### src/rtl/fetch_unit.sv
// -----------------------------------------------------------------------------
// fetch_unit
// Instruction fetch stage with IDLE / RUN / HALT control. In RUN it reads the
// word at pc from a combinational instruction memory and registers it toward
// decode, unless a taken branch redirects pc, a halt request stops fetching,
// or decode stalls.
//
// Ports
//   clk          sole clock, all state updates on its rising edge
//   reset        asynchronous active-high reset
//   start        IDLE/HALT -> RUN
//   halt_req     stop fetching, enter HALT
//   stall        decode not ready, hold everything
//   br_valid     branch resolution present (honoured only in RUN)
//   br_taken     resolved branch is taken
//   br_uncond    unconditional branch (imm26) vs conditional (imm19)
//   br_pc        PC of the resolving branch
//   br_instr     instruction word of the resolving branch
//   imem_addr    instruction memory address (= pc)
//   imem_rdata   combinational read data for imem_addr
//   if_instr     registered instruction to decode
//   if_pc        PC of if_instr
//   if_valid     if_instr/if_pc hold a live instruction
//   running      high only in RUN
//   fetch_count  saturating count of delivered instructions
// -----------------------------------------------------------------------------
module fetch_unit (
   input  logic        clk,
   input  logic        reset,
   input  logic        start,
   input  logic        halt_req,
   input  logic        stall,
   input  logic        br_valid,
   input  logic        br_taken,
   input  logic        br_uncond,
   input  logic [63:0] br_pc,
   input  logic [31:0] br_instr,
   output logic [63:0] imem_addr,
   input  logic [31:0] imem_rdata,
   output logic [31:0] if_instr,
   output logic [63:0] if_pc,
   output logic        if_valid,
   output logic        running,
   output logic [31:0] fetch_count
);

   localparam logic [1:0] S_IDLE = 2'd0;
   localparam logic [1:0] S_RUN  = 2'd1;
   localparam logic [1:0] S_HALT = 2'd2;

   logic [1:0]  r_state;
   logic [1:0]  w_state_next;
   logic [63:0] r_pc;
   logic [31:0] r_if_instr;
   logic [63:0] r_if_pc;
   logic        r_if_valid;
   logic [31:0] r_fetch_count;

   logic        w_in_run;
   logic        w_redirect;
   logic        w_halt_only;
   logic        w_advance;
   logic [63:0] w_off_uncond;
   logic [63:0] w_off_cond;
   logic [63:0] w_target;
   logic        w_unused_bits;

   // Upper opcode bits of the branch word carry no offset information.
   assign w_unused_bits = ^br_instr[31:26];

   assign w_in_run    = (r_state == S_RUN);
   assign w_redirect  = w_in_run & br_valid & br_taken;
   assign w_halt_only = w_in_run & ~w_redirect & halt_req;
   assign w_advance   = w_in_run & ~w_redirect & ~halt_req & ~stall;

   // Word offsets, sign-extended and scaled to bytes; the add wraps mod 2^64.
   assign w_off_uncond = {{36{br_instr[25]}}, br_instr[25:0], 2'b00};
   assign w_off_cond   = {{43{br_instr[23]}}, br_instr[23:5], 2'b00};
   assign w_target     = br_pc + (br_uncond ? w_off_uncond : w_off_cond);

   // State register
   always_ff @(posedge clk or posedge reset) begin
      if (reset) begin
         r_state <= S_IDLE;
      end else begin
         r_state <= w_state_next;
      end
   end

   // Next-state logic; a redirect with halt_req still lands in HALT
   always_comb begin
      w_state_next = r_state;
      case (r_state)
         S_IDLE:  if (start) w_state_next = S_RUN;
         S_RUN:   if (halt_req) w_state_next = S_HALT;
         S_HALT:  if (start) w_state_next = S_RUN;
         default: w_state_next = S_IDLE;
      endcase
   end

   // State-decoded outputs
   always_comb begin
      running = w_in_run;
   end

   // Fetch datapath: redirect > halt_req > stall > advance
   always_ff @(posedge clk or posedge reset) begin
      if (reset) begin
         r_pc          <= 64'd0;
         r_if_instr    <= 32'd0;
         r_if_pc       <= 64'd0;
         r_if_valid    <= 1'b0;
         r_fetch_count <= 32'd0;
      end else begin
         if (w_redirect) begin
            r_pc       <= w_target;
            r_if_valid <= 1'b0;
         end else if (w_halt_only) begin
            r_if_valid <= 1'b0;
         end else if (w_advance) begin
            r_if_instr <= imem_rdata;
            r_if_pc    <= r_pc;
            r_if_valid <= 1'b1;
            r_pc       <= r_pc + 64'd4;
            if (r_fetch_count != 32'hFFFF_FFFF) begin
               r_fetch_count <= r_fetch_count + 32'd1;
            end
         end
      end
   end

   assign imem_addr   = r_pc;
   assign if_instr    = r_if_instr;
   assign if_pc       = r_if_pc;
   assign if_valid    = r_if_valid;
   assign fetch_count = r_fetch_count;

endmodule

### config.mk
export PLATFORM = sky130hd
export DESIGN_NAME = fetch_unit
export DESIGN_NICKNAME = d
export VERILOG_FILES = /design/src/rtl/fetch_unit.sv
export SDC_FILE = /design/constraint.sdc
export NUM_CORES = 1
export LEC_CHECK = 0
export BUFFER_PORTS_ARGS = -buffer_cell sky130_fd_sc_hd__buf_2
export CAP_MARGIN = 30
export CORE_ASPECT_RATIO = 2
export CORE_MARGIN = 2
export CORE_UTILIZATION = 40
export CTS_CLUSTER_DIAMETER = 100
export DETAILED_ROUTE_END_ITERATION = 16
export SKIP_LAST_GASP = 1
export SLEW_MARGIN = 20
export SYNTH_ARGS = -nofsm -noshare
export SYNTH_HDL_FRONTEND = slang
export SYNTH_SLANG_ARGS = --single-unit
### constraint.sdc
create_clock -name clk -period 7.3 [get_ports clk]
set_input_delay 1.46 -clock clk [delete_from_list [all_inputs] [get_ports clk]]
set_output_delay 1.46 -clock clk [all_outputs]
set_load 0.05 [all_outputs]
# Word-level counts from Yosys, hierarchy flattened
# Index checks and enable logic that the tools add are counted.
[op_classes]
addsub = 3
eq_ne = 6
mux = 10
bitwise = 10
reduce_logical = 8
[op_table]
columns = ["operator", "n"]
rows = [
  ["2-to-1 mux 64 bit", 4],
  ["adder 64 x 3 -> 64 bit, second input constant", 1],
  ["adder 64 bit", 1],
  ["adder 32 x 1 -> 32 bit, second input constant", 1],
  ["inequality test 32 bit, second input constant", 1],
  ["AND 1 bit", 6],
  ["2-to-1 mux 2 bit", 2],
  ["inequality test 2 bit, second input constant", 2],
  ["inverter 1 bit", 4],
  ["one-hot mux 2 bit (2 select lines)", 1],
  ["AND reduction 2 bit", 2],
  ["AND reduction 4 bit", 1],
  ["2-to-1 mux 1 bit", 3],
  ["AND reduction 3 bit", 1],
  ["nonzero test 3 bit", 1],
  ["equality test 2 x 1 -> 1 bit, second input constant", 1],
  ["equality test 2 bit, second input constant", 1],
  ["zero test 2 bit", 1],
  ["inequality test 2 x 1 -> 1 bit, second input constant", 1],
  ["nonzero test 2 bit", 1],
  ["OR reduction 2 bit", 1],
]
[totals]
register_bits = 195
input_bits = 136
out_inout_bits = 194
wordCells = 43

# Depth between registers and ports, before layout
[logic_depth]
ltp_word = 10
mapped_depth = 14
mapped_depth_nobuf = 12

# Worst setup path after synthesis
# No wires, ideal clock.
[synth_path]
kind = "input port to flip-flop"
startpoint = "in br_uncond"
endpoint = "reg r_pc[57] (netlist: imem_addr[57])"
setup_ns = 0.071
arrival_ns = 5.201
t_required_ns = 7.229
setup_slack_ns = 2.028
cell_stages = 13
n_path_buf = 2
path_cell_list = "clkbuf_1 > nand2b_1 > nand2_1 > ha_1 > clkbuf_1 > nand2_1 > or4_1 > nor3_1 > o211ai_1 > a21oi_1 > nor3_1 > or4_1 > nand4_1"
[synth_between]
elab_chain_len = 3
[synth_rtl]
columns = ["item", "line_no", "text"]
rows = [
  ["start: declaration", "35", "input logic br_uncond,"],
  ["2-to-1 mux 64 bit", "79", "assign w_target = br_pc + (br_uncond ? w_off_uncond : w_off_cond);"],
  ["adder 64 bit", "79", ""],
  ["2-to-1 mux 64 bit", "115", "if (w_redirect) begin"],
  ["end signal: assignment", "116", "r_pc <= w_target;"],
  ["end signal: assignment", "124", "r_pc <= r_pc + 64'd4;"],
  ["end: declaration", "53", "logic [63:0] r_pc;"],
]
# No other way between the ends.
# A chain may end at the register's enable or synchronous reset.

# Final worst setup path
[layout_path]
startpoint = "in br_uncond"
endpoint = "reg r_pc[62] (netlist: imem_addr[62])"
# Same word-level chain as after synthesis.

==> reports/metrics.cfg <==
[outcome]
outcome=finished, final reports clean

[route]
first_iter_violations=494
wire_per_inst_um=19.4
viasPerCell=5.55
wirelength_mm=38.7
drc=0
firstDrtPassIters=7
ant_nets=0
vias=11100

[worst_setup_path]
arrival_ns=5.71
worstReg2RegStart=r_state[1]
cp_top_family=compound AO/OA/AOI/OAI gates
start_kind=input port
cpMaxStageDelayCell=ha_1
cp_slowest_stage_delay_ns=0.67
cp_data_required_time_ns=7.68
crit_top_cell=nand2_1
endpoint_kind=flop
crit_buf_inv=2
path_max_fanout=25
worstSetupStartpoint=br_uncond
cp_cell_sequence=buf_2, buf_4, nand2_1, nand2_1, ha_1, nand2_1, or3_1, a211o_1, o32ai_1, a22oi_1, o21bai_1, a41oi_1, xor2_1, o21ai_0
critical_path_class=input port to flop

[clock_network]
clock-root-buffer=clkbuf_16
insertion_delay_ns=0.47
hold_buffers=0
ctsResizeCount=0
postCtsSetupBuffers=0
cts_sinks=195
cts-buffers-inserted=17
clock_path_buffers=2
htree_levels=4
tritoncts=yes
path_clk_slew_ns=0.08

[die]
core_area_um2=30700
rows=91
initial_core_util_pct=40.5
die_x_um=129
ios=330
die-area_um2=32700
die-height_um=254

[sta]
whs_ns=0.476
max_freq_mhz=188
min_period_over_period_pct=73.0
final_max_slew_viol_count=0
period_minus_slack_ns=5.33
fin_skew_ns=0.0154
rsz0062_at_grt=no
fin_tns_setup_ns=0
worstMarginPinSlew_ns=0.847
relSlewSlack_pct=43.4
hold_viol=0
finalSetupViolCount=0

[final_layout]
final_cells=1996
fillCellCount=2947
layout.nets=1811
final_util_pct=48.8
diodes=0
area_growth_pct=20.5
drive_above_1_share_pct=30.2

[yosys]
synth_commonest_cells=195 x dfrtp_1, 173 x nand2_1, 109 x mux2_2, 101 x o21ai_0, 88 x xnor2_1
yosys_warnings=0
postSynthAreaPerCell_um2=9.43
synthArstFlopShare_pct=100
ys_seq_area_share_pct=39.1
syn-num-nets=1522
yosysMostFrequentCell=dfrtp_1
synth_edf_count=0
synth.largest_area_cell=dfrtp_1
synth_cell_type_count=62
synthTopCellsByArea=dfrtp_1 39%, mux2_2 9.8%, ha_1 6.3%, xnor2_1 6.2%, nand2_1 5.2%
syn_inst=1322
synth_seq_cells=195
netlist_area_um2=12500
synth_top_area_share_pct=39.1
synth_ff_type=dfrtp_1

[global_routing]
grt_pass1_wl_mm=59.5
grt_pass1_vias=11200
track_usage_pct=23.6
grt_max_degree=134
antenna_found_initial=0
grt.overflow.total=0

[worst_hold_path]
hold_path_class=flop to flop
min_from=if_pc[35]

[placement]
dp_cells=1963
portBuffers=323
hpwl_mm=30.5
gp_congestion=0.905

[run]
max_cap_viol_count=0

[power_and_ir_drop]
total_power_mw=6.23
ir_worst_vdd_v=0.000231
total_leakage_power_nw=7.13
power.density_nw_per_um2=415

-- report_power, final --
part           leakage (nW)  total [mW]  switching [mW]  internal [mW]
logic                  4.42        3.30            2.42          0.881
clock network         0.284       0.962           0.491          0.471
registers              2.43        1.97           0.448           1.52
total                  7.13        6.23            3.36           2.87
-- state kept, by name, summed over array words and instances (netlist names) --
signal,flops
if_pc,64
r_state,2
if_valid,1
if_instr,32
imem_addr,64
fetch_count,32
-- path summary, 6_finish.rpt --
path	slack, ns	cells past startpoint	end
min reg2reg	0.48	2	if_pc[35]
max in group asynchronous	4.72	4	if_pc[63]
min in group asynchronous	0.95	2	if_instr[17]
max	1.97	14	imem_addr[62]
max reg2reg	3.73	9	imem_addr[56]
min	0.48	2	if_pc[35]
-- placed cells by master (no fill, tap or decap), types with 5 or more instances in the layout --
cell	synthesis	layout
a21oi_1	81	81
dfrtp_1	195	195
inv_8	0	7
nor3_1	22	22
ha_1	63	63
xnor2_1	88	88
or3_1	6	6
mux2_2	109	109
a31oi_1	12	12
and2_1	7	7
nand2b_1	5	5
buf_2	0	323
and3_1	23	22
buf_4	0	7
nand2_1	173	172
o21a_1	7	7
clkbuf_16	0	17
a211oi_1	8	8
nor2_1	59	59
mux2i_1	6	6
a21o_1	30	30
nor4_1	8	8
nand3_1	46	45
xor2_1	55	55
o21ai_0	101	101
and4_1	8	8
nand4_1	39	39
o21bai_1	16	16
inv_1	21	20
-- worst register-to-register path, stage by stage (launching register included) --
cell and delay, ns:
dfrtp_1 0.42, nor4b_4 0.60, nand3_1 0.33, nor3_2 0.46, nand4_1 0.36, nor4_2 0.65
nand3_1 0.22, xnor2_1 0.17, o21ai_0 0.14, a21oi_1 0.06
-- per-stage QoR --
stage	setup slack (ns)	instance area [µm²]
floorplan	0.528	12500
global placement	1.55	14400
detailed placement	1.47	14400
CTS	1.97	15000
global route	1.69	15000
finish	1.97	15000
-- area by class of cell --
class | count | area, µm² | area share, %
clock buffer | 18 | 439 | 2.92
clock inverter | 14 | 156 | 1.04
tap | 372 | 465 | 3.10
timing repair buffer | 331 | 1700 | 11.3
sequential | 195 | 4880 | 32.5
inverter | 21 | 86.3 | 0.575
multi-input combinational | 1045 | 7290 | 48.6
-- cells by family after synthesis --
kind of cell             Yosys count  synth area share, %
flip-flops                       195                 39.1
XOR/XNOR                         143                 10.0
AO/OA/AOI/OAI                    307                 15.4
AND/OR/NAND/NOR                  416                 16.1
multiplexers                     115                 10.3
adder cells (fa/ha/maj)           64                 6.48
buffers and inverters             82                 2.47
-- per-layer routing --
| metal | up-vias | global-route usage, % | part of all wire (%) |
|---|---|---|---|
| li1 | 5337 | - | - |
| met1 | 5342 | 24.8 | 37 |
| met2 | 317 | 45.1 | 55 |
| met3 | 80 | 3.28 | 4.2 |
| met4 | 0 | 11.0 | 4.0 |
| met5 | - | 0 | 0 |
Power figures use the tool's default switching activity.
